[src/rtl/enigma_rotor_sched_if.sv]
// Symbol stream in/out plus the shared substitution datapath port of the rotor sequencer.
// The slave view belongs to the sequencer; the master view belongs to its environment.
interface enigma_rotor_sched_if;
  localparam int unsigned SW = 5;
  localparam int unsigned KW = 3;

  logic          in_valid;
  logic          in_ready;
  logic [SW-1:0] in_data;
  logic          out_valid;
  logic          out_ready;
  logic [SW-1:0] out_data;
  logic          out_err;
  logic [KW-1:0] sub_sel;
  logic [SW-1:0] sub_in;
  logic [SW-1:0] sub_out;

  modport master (
    output in_valid, in_data, out_ready, sub_out,
    input  in_ready, out_valid, out_data, out_err, sub_sel, sub_in
  );

  modport slave (
    input  in_valid, in_data, out_ready, sub_out,
    output in_ready, out_valid, out_data, out_err, sub_sel, sub_in
  );
endinterface

[src/rtl/enigma_rotor_sched.sv]
// Enigma rotor sequencer: steps three rotors per symbol (with double-step) and drives
// one shared substitution datapath through 3 forward, reflector and 3 reverse passes.
module enigma_rotor_sched #(
  parameter int unsigned ALPHA  = 26,
  parameter int unsigned NOTCH0 = 16,
  parameter int unsigned NOTCH1 = 4
) (
  input  logic                    clk,
  input  logic                    rst_n,
  enigma_rotor_sched_if.slave     bus,
  input  logic                    cfg_load,
  input  logic [4:0]              cfg_pos0,
  input  logic [4:0]              cfg_pos1,
  input  logic [4:0]              cfg_pos2,
  output logic [4:0]              pos0,
  output logic [4:0]              pos1,
  output logic [4:0]              pos2,
  output logic                    busy
);

  localparam int unsigned SW     = 5;
  localparam int unsigned AW     = SW + 1;
  localparam int unsigned KW     = 3;
  localparam int unsigned NPASS  = 7;
  localparam int unsigned REFL_K = 3;

  localparam logic [AW-1:0] ALPHA_W = AW'(ALPHA);
  localparam logic [SW-1:0] N0      = SW'(NOTCH0);
  localparam logic [SW-1:0] N1      = SW'(NOTCH1);
  localparam logic [KW-1:0] LAST_K  = KW'(NPASS - 1);
  localparam logic [KW-1:0] REFL_KV = KW'(REFL_K);
  localparam logic [SW-1:0] ONE     = SW'(1);

  typedef enum logic [1:0] {
    S_IDLE,
    S_STEP,
    S_PASS,
    S_DONE
  } state_t;

  // (a + b) mod ALPHA for operands already below ALPHA
  function automatic logic [SW-1:0] add_mod(input logic [SW-1:0] a, input logic [SW-1:0] b);
    logic [AW-1:0] s;
    s = AW'(a) + AW'(b);
    if (s >= ALPHA_W) s = s - ALPHA_W;
    return SW'(s);
  endfunction

  // (a - b) mod ALPHA; a may exceed ALPHA when the datapath misbehaves
  function automatic logic [SW-1:0] sub_mod(input logic [SW-1:0] a, input logic [SW-1:0] b);
    logic [AW-1:0] d;
    d = AW'(a) - AW'(b);
    if (a < b) d = d + ALPHA_W;
    return SW'(d);
  endfunction

  function automatic logic [SW-1:0] cfg_mod(input logic [SW-1:0] v);
    logic [SW-1:0] r;
    r = v;
    if (AW'(v) >= ALPHA_W) r = SW'(AW'(v) - ALPHA_W);
    return r;
  endfunction

  // Rotor position used by pass k: 0,1,2 forward, 6,5,4 on the way back
  function automatic logic [SW-1:0] pos_for(input logic [KW-1:0] k,
                                            input logic [SW-1:0] p0,
                                            input logic [SW-1:0] p1,
                                            input logic [SW-1:0] p2);
    logic [SW-1:0] p;
    case (k)
      3'd1, 3'd5: p = p1;
      3'd2, 3'd4: p = p2;
      3'd3:       p = '0;
      default:    p = p0;
    endcase
    return p;
  endfunction

  state_t        state_q, state_d;
  logic [KW-1:0] k_q, k_d;
  logic [SW-1:0] x_q, x_d;
  logic          err_q, err_d;
  logic [SW-1:0] pos0_q, pos0_d;
  logic [SW-1:0] pos1_q, pos1_d;
  logic [SW-1:0] pos2_q, pos2_d;
  logic          out_valid_q, out_valid_d;
  logic [SW-1:0] out_data_q, out_data_d;
  logic          out_err_q, out_err_d;
  logic [KW-1:0] sub_sel_q, sub_sel_d;
  logic [SW-1:0] sub_in_q, sub_in_d;
  logic          busy_q, busy_d;
  logic [SW-1:0] pass_p;
  logic [SW-1:0] next_p;

  always_ff @(posedge clk or negedge rst_n) begin
    if (!rst_n) begin
      state_q     <= S_IDLE;
      k_q         <= '0;
      x_q         <= '0;
      err_q       <= 1'b0;
      pos0_q      <= '0;
      pos1_q      <= '0;
      pos2_q      <= '0;
      out_valid_q <= 1'b0;
      out_data_q  <= '0;
      out_err_q   <= 1'b0;
      sub_sel_q   <= '0;
      sub_in_q    <= '0;
      busy_q      <= 1'b0;
    end else begin
      state_q     <= state_d;
      k_q         <= k_d;
      x_q         <= x_d;
      err_q       <= err_d;
      pos0_q      <= pos0_d;
      pos1_q      <= pos1_d;
      pos2_q      <= pos2_d;
      out_valid_q <= out_valid_d;
      out_data_q  <= out_data_d;
      out_err_q   <= out_err_d;
      sub_sel_q   <= sub_sel_d;
      sub_in_q    <= sub_in_d;
      busy_q      <= busy_d;
    end
  end

  always_comb begin
    state_d     = state_q;
    k_d         = k_q;
    x_d         = x_q;
    err_d       = err_q;
    pos0_d      = pos0_q;
    pos1_d      = pos1_q;
    pos2_d      = pos2_q;
    out_valid_d = out_valid_q;
    out_data_d  = out_data_q;
    out_err_d   = out_err_q;
    sub_sel_d   = '0;
    sub_in_d    = '0;
    busy_d      = 1'b0;
    next_p      = '0;
    pass_p      = pos_for(k_q, pos0_q, pos1_q, pos2_q);

    case (state_q)
      S_IDLE: begin
        if (cfg_load) begin
          pos0_d = cfg_mod(cfg_pos0);
          pos1_d = cfg_mod(cfg_pos1);
          pos2_d = cfg_mod(cfg_pos2);
        end else if (bus.in_valid) begin
          err_d = 1'b0;
          if (AW'(bus.in_data) >= ALPHA_W) begin
            // Illegal symbol bypasses stepping and passes entirely
            state_d     = S_DONE;
            out_valid_d = 1'b1;
            out_data_d  = bus.in_data;
            out_err_d   = 1'b1;
          end else begin
            x_d     = bus.in_data;
            state_d = S_STEP;
          end
        end
      end

      S_STEP: begin
        // Odometer with the middle-rotor double-step, all on pre-step values
        pos0_d = add_mod(pos0_q, ONE);
        if (pos0_q == N0 || pos1_q == N1) pos1_d = add_mod(pos1_q, ONE);
        if (pos1_q == N1)                 pos2_d = add_mod(pos2_q, ONE);
        k_d     = '0;
        state_d = S_PASS;
      end

      S_PASS: begin
        if (k_q == REFL_KV) x_d = bus.sub_out;
        else                x_d = sub_mod(bus.sub_out, pass_p);
        if (AW'(bus.sub_out) >= ALPHA_W) err_d = 1'b1;
        if (k_q == LAST_K) begin
          state_d     = S_DONE;
          out_valid_d = 1'b1;
          out_data_d  = x_d;
          out_err_d   = err_d;
        end else begin
          k_d = k_q + 3'd1;
        end
      end

      S_DONE: begin
        if (bus.out_ready) begin
          state_d     = S_IDLE;
          out_valid_d = 1'b0;
          out_err_d   = 1'b0;
          err_d       = 1'b0;
        end
      end

      default: state_d = S_IDLE;
    endcase

    // Datapath operands are registered one edge ahead so they are stable for the whole pass
    if (state_d == S_PASS) begin
      next_p    = pos_for(k_d, pos0_d, pos1_d, pos2_d);
      sub_sel_d = k_d;
      sub_in_d  = (k_d == REFL_KV) ? x_d : add_mod(x_d, next_p);
    end
    busy_d = (state_d != S_IDLE);
  end

  // Readiness must drop in the very cycle cfg_load is raised, hence combinational
  assign bus.in_ready  = (state_q == S_IDLE) && !cfg_load;
  assign bus.out_valid = out_valid_q;
  assign bus.out_data  = out_data_q;
  assign bus.out_err   = out_err_q;
  assign bus.sub_sel   = sub_sel_q;
  assign bus.sub_in    = sub_in_q;
  assign pos0          = pos0_q;
  assign pos1          = pos1_q;
  assign pos2          = pos2_q;
  assign busy          = busy_q;

endmodule

[src/flat_wrapper.sv]
// flat-port wrapper written by rule: the top's interface ports become plain ports
module enigma_rotor_sched_flat 
#(
  parameter int unsigned ALPHA  = 26,
  parameter int unsigned NOTCH0 = 16,
  parameter int unsigned NOTCH1 = 4
)
  (clk, rst_n, cfg_load, cfg_pos0, cfg_pos1, cfg_pos2, pos0, pos1, pos2, busy, bus_in_valid, bus_in_data, bus_out_ready, bus_sub_out, bus_in_ready, bus_out_valid, bus_out_data, bus_out_err, bus_sub_sel, bus_sub_in);
  enigma_rotor_sched_if bus_i ();
  input  logic clk;
  input  logic rst_n;
  input  logic cfg_load;
  input  logic [4:0] cfg_pos0;
  input  logic [4:0] cfg_pos1;
  input  logic [4:0] cfg_pos2;
  output logic [4:0] pos0;
  output logic [4:0] pos1;
  output logic [4:0] pos2;
  output logic busy;
  input wire logic [$bits(bus_i.in_valid)-1:0] bus_in_valid;
  input wire logic [$bits(bus_i.in_data)-1:0] bus_in_data;
  input wire logic [$bits(bus_i.out_ready)-1:0] bus_out_ready;
  input wire logic [$bits(bus_i.sub_out)-1:0] bus_sub_out;
  output wire logic [$bits(bus_i.in_ready)-1:0] bus_in_ready;
  output wire logic [$bits(bus_i.out_valid)-1:0] bus_out_valid;
  output wire logic [$bits(bus_i.out_data)-1:0] bus_out_data;
  output wire logic [$bits(bus_i.out_err)-1:0] bus_out_err;
  output wire logic [$bits(bus_i.sub_sel)-1:0] bus_sub_sel;
  output wire logic [$bits(bus_i.sub_in)-1:0] bus_sub_in;
  assign bus_i.in_valid = bus_in_valid;
  assign bus_i.in_data = bus_in_data;
  assign bus_i.out_ready = bus_out_ready;
  assign bus_i.sub_out = bus_sub_out;
  assign bus_in_ready = bus_i.in_ready;
  assign bus_out_valid = bus_i.out_valid;
  assign bus_out_data = bus_i.out_data;
  assign bus_out_err = bus_i.out_err;
  assign bus_sub_sel = bus_i.sub_sel;
  assign bus_sub_in = bus_i.sub_in;
  enigma_rotor_sched #(.ALPHA(ALPHA), .NOTCH0(NOTCH0), .NOTCH1(NOTCH1)) u_core (.clk(clk), .rst_n(rst_n), .bus(bus_i), .cfg_load(cfg_load), .cfg_pos0(cfg_pos0), .cfg_pos1(cfg_pos1), .cfg_pos2(cfg_pos2), .pos0(pos0), .pos1(pos1), .pos2(pos2), .busy(busy));
endmodule
[config.mk]
export PLATFORM = sky130hd
export DESIGN_NAME = enigma_rotor_sched_flat
export DESIGN_NICKNAME = d
export VERILOG_FILES = /design/src/rtl/enigma_rotor_sched_if.sv /design/src/rtl/enigma_rotor_sched.sv /design/src/flat_wrapper.sv
export SDC_FILE = /design/constraint.sdc
export NUM_CORES = 1
export LEC_CHECK = 0
export CAP_MARGIN = 10
export CORE_MARGIN = 4
export CORE_UTILIZATION = 45
export CTS_CLUSTER_SIZE = 25
export DETAILED_ROUTE_END_ITERATION = 10
export GPL_TIMING_DRIVEN = 0
export HOLD_SLACK_MARGIN = 0.08
export PLACE_DENSITY_LB_ADDON = 0.2
export SETUP_SLACK_MARGIN = 0.4
export SYNTH_ARGS = -nofsm -noshare
export SYNTH_HDL_FRONTEND = slang
export SYNTH_SLANG_ARGS = --single-unit
[constraint.sdc]
create_clock -name clk -period 9.2 [get_ports clk]
set_clock_uncertainty 0.1 [all_clocks]
set_input_delay 1.84 -clock clk [delete_from_list [all_inputs] [get_ports clk]]
set_output_delay 1.84 -clock clk [all_outputs]
set_load 0.005 [all_outputs]
==> results of run 1 <==
## area by class of cell
| type | count | area share (%) |
|---|---|---|
| Timing Repair Buffer | 61 | 12.1 |
| Multi-Input combinational cell | 426 | 57.5 |
| Clock buffer | 6 | 1.62 |
| Sequential cell | 42 | 20.6 |
| Clock inverter | 2 | 0.245 |
| Inverter | 42 | 3.14 |
| Buffer | 24 | 2.11 |
| Tap cell | 111 | 2.72 |
## kinds of logic (layout without fill, tap and decap cells)
family,after synthesis,count (layout),synth area share [%]
buffers and inverters,66,135,6.30
flip-flops,42,42,24.7
XOR/XNOR,24,24,4.95
adder cells (fa/ha/maj),36,36,11.0
multiplexers,21,21,5.15
AND/OR/NAND/NOR,168,168,19.4
AO/OA/AOI/OAI,177,177,28.5
## routing by layer
metal,vias up,wire [um]
met5,-,0
met4,0,324
met1,2106,5630
li1,2089,-
met3,28,546
met2,118,5680
## path summary, 6_finish.rpt
kind / from / endpoint / slack [ns] / depth (start not counted)
max: bus_sub_out[0] / u_core.bus.sub_in[2]$_DFF_PN0_ / 2.78 / 20
min: u_core.bus.out_data[0]$_DFFE_PN0P_ / u_core.bus.out_data[0]$_DFFE_PN0P_ / 0.38 / 1
max reg2reg: u_core.k_q[0]$_DFF_PN0_ / u_core.bus.sub_in[2]$_DFF_PN0_ / 3.43 / 23
min reg2reg: u_core.bus.out_data[0]$_DFFE_PN0P_ / u_core.bus.out_data[0]$_DFFE_PN0P_ / 0.38 / 1
max in group asynchronous: rst_n / u_core.k_q[2]$_DFF_PN0_ / 7.18 / 2
min in group asynchronous: rst_n / u_core.pos1[2]$_DFF_PN0_ / 1.35 / 1
## through the flow
stage	cells	cell area, sq um	hold slack [ns]	util, %
after floorplan	534	4250	0.372	-
after global placement	705	4990	0.361	54.3
after detailed placement	706	5000	0.366	54.4
after CTS	714	5100	0.385	55.5
after global routing	714	5100	0.420	55.5
final	714	5100	0.379	55.5
## synth_stat cells (all sizes together) (7+ instances only)
library cell	count	area (sq um)
nand2	51	194
nor2	46	173
o21ai	44	220
dfrtp	42	1050
inv	40	153
a21oi	36	180
ha	34	425
xnor2	18	158
mux2i	14	140
nand3	14	70.1
buf	12	62.6
clkbuf	12	45.0
nor3	12	71.3
a21o	9	67.6
and2	8	50.1
nor2b	8	50.1
o211ai	8	60.1
mux2	7	78.8
## registers in the layout (all words and copies together), names as in the netlist
register              cells
u_core.pos2               5
u_core.state_q            2
u_core.bus.sub_sel        3
u_core.bus.out_valid      1
u_core.pos1               5
u_core.k_q                3
u_core.err_q              1
u_core.bus.out_err        1
u_core.pos0               5
u_core.x_q                5
u_core.busy               1
u_core.bus.out_data       5
u_core.bus.sub_in         5
## critical path, cell delays in order
cell and delay [ns]:
clkdlybuf4s50_1 0.50, inv_1 0.05, ha_1 0.23, fa_1 0.42, xnor2_1 0.17, ha_1 0.29
mux2i_1 0.05, o21ai_0 0.33, a31oi_1 0.07, o21ai_0 0.45, ha_1 0.36, a21oi_1 0.23
xnor2_1 0.16, a21o_1 0.22, or2_2 0.31, nand2b_1 0.10, mux2i_1 0.13, a2111oi_2 0.39
a31o_1 0.15, a21o_1 0.08
==> results.yml, run 1 <==
routing:
  dr.pass1.iters: 5
  drt-total-wl_um: 12200
  via_per_inst: 6.08
  wl_per_cell_um: 17.0
  drc: 0
  drt_iter0_markers: 288
  vias: 4341
  ant_nets: 0
worst_setup_path:
  required_ns: 9.34
  critPathCaptureType: "flip-flop"
  critPathMaxFanout: 4
  crit_path_start_kind: "input pin"
  critical_path_arrival_ns: 6.57
  crit_type: "in2reg"
floorplan:
  start_util_pct: 46.2
  die_w_um: 105
  die_h_um: 105
  core_sq_um: 9200
  io_pins: 62
  dieArea_sq_um: 11100
  rows: 35
global_routing:
  grt_start_max_net_pins: 29
  use_met1_pct: 29.7
  track_usage_pct: 21.6
  grt_pass1_wl_um: 19700
  gr-total-overflow: 0
  met3_usage_pct: 2.78
  grt_pass1_vias: 4071
  grtUsageMet2_pct: 35.3
  grt.busiest_layer: "met2"
  antenna_found_initial: 0
final_layout:
  final_cell_mix: "59 x clkdlybuf4s50_1, 50 x nand2_1, 46 x nor2_1"
  fill_cells: 871
  area_delta_synth_final_pct: 20.0
  final_common_cell: "clkdlybuf4s50_1"
  fin_nets: 668
  multi_input_area_sq_um: 2930
  drive_gt1_share_pct: 7.46
  seqCellArea_sq_um: 1050
  n_antenna_cell: 0
clocking:
  postCtsHoldBufs: 0
  post-cts-setup-buffers: 0
  clock_path_buffers: 2
  path_clk_slew_ns: 0.08
  cts_buffers: 5
  cts_resized: 0
  cts_tree: "yes"
  clk_latency_ns: 0.31
  cts_max_level: 2
  clock_sinks: 42
  root_buffer: "clkbuf_8"
sta:
  hold_viol: 0
  setup_viol: 0
  drv_slew: 0
  tns_ns: 0
  tightest_slew_ns: 0.846
  fin_crit_sh_pct: 69.8
  timing.final.crit_period_ns: 6.42
  max_freq_ghz: 0.156
  max_slew_margin_pct: 42.9
  rsz0062_at_grt: "false"
  fin_ws_ns: 2.78
synth:
  avgSynthCellArea_sq_um: 7.96
  netlist_area_sq_um: 4250
  synth_nets: 600
  synth-edff-count: 0
  synth_cell_types: 73
  async_flop_share_pct: 100
  seq_area_frac_synth_pct: 24.7
  yosysWarningCount: 0
  synth-seq-cells: 42
  synth_ff_type: "dfrtp_1"
  synthesis.instances: 534
placed_design:
  hpwl_um: 9610
  port_buffers: 60
  pre_cts_slack_ns: 2.55
  place.gp.congestion: 0.897
min_path:
  hold_class: "reg2reg"
job:
  drv_cap: 0
status:
  status: "completed"
Power of run 1 is left out: the tool's default activity adds up to more than one toggle a clock period on the data nets, which glitch-free logic cannot reach.
==> inputs of run 2 (changes only) <==
==> constraint.sdc (replaced) <==
create_clock -name clk -period 6.62 [get_ports clk]
set_clock_uncertainty 0.1 [all_clocks]
set_input_delay 1.324 -clock clk [delete_from_list [all_inputs] [get_ports clk]]
set_output_delay 1.324 -clock clk [all_outputs]
set_load 0.005 [all_outputs]
==> results of run 2 <==
Same layout as run 1 (identical final DEF). Status: completed.
Among the figures that moved: setup slack after placement 2.55 ns -> 0.482 ns; setup slack after layout 2.78 ns -> 0.711 ns; register-to-register setup slack 3.43 ns -> 0.85 ns
Power of run 2 is left out for the same reason.
==> inputs of run 3 (changes only) <==
--- a/config.mk
+++ b/config.mk
@@ -14,6 +14,7 @@
 export HOLD_SLACK_MARGIN = 0.08
 export PLACE_DENSITY_LB_ADDON = 0.2
 export SETUP_SLACK_MARGIN = 0.4
+export SLEW_MARGIN = 10
 export SYNTH_ARGS = -nofsm -noshare
 export SYNTH_HDL_FRONTEND = slang
 export SYNTH_SLANG_ARGS = --single-unit
==> results of run 3 <==
Same layout as run 1 (identical final DEF). Status: completed.
Among the figures that moved: setup slack after placement 2.55 ns -> 0.482 ns; setup slack after layout 2.78 ns -> 0.711 ns; register-to-register setup slack 3.43 ns -> 0.85 ns
Power of run 3 is left out for the same reason.
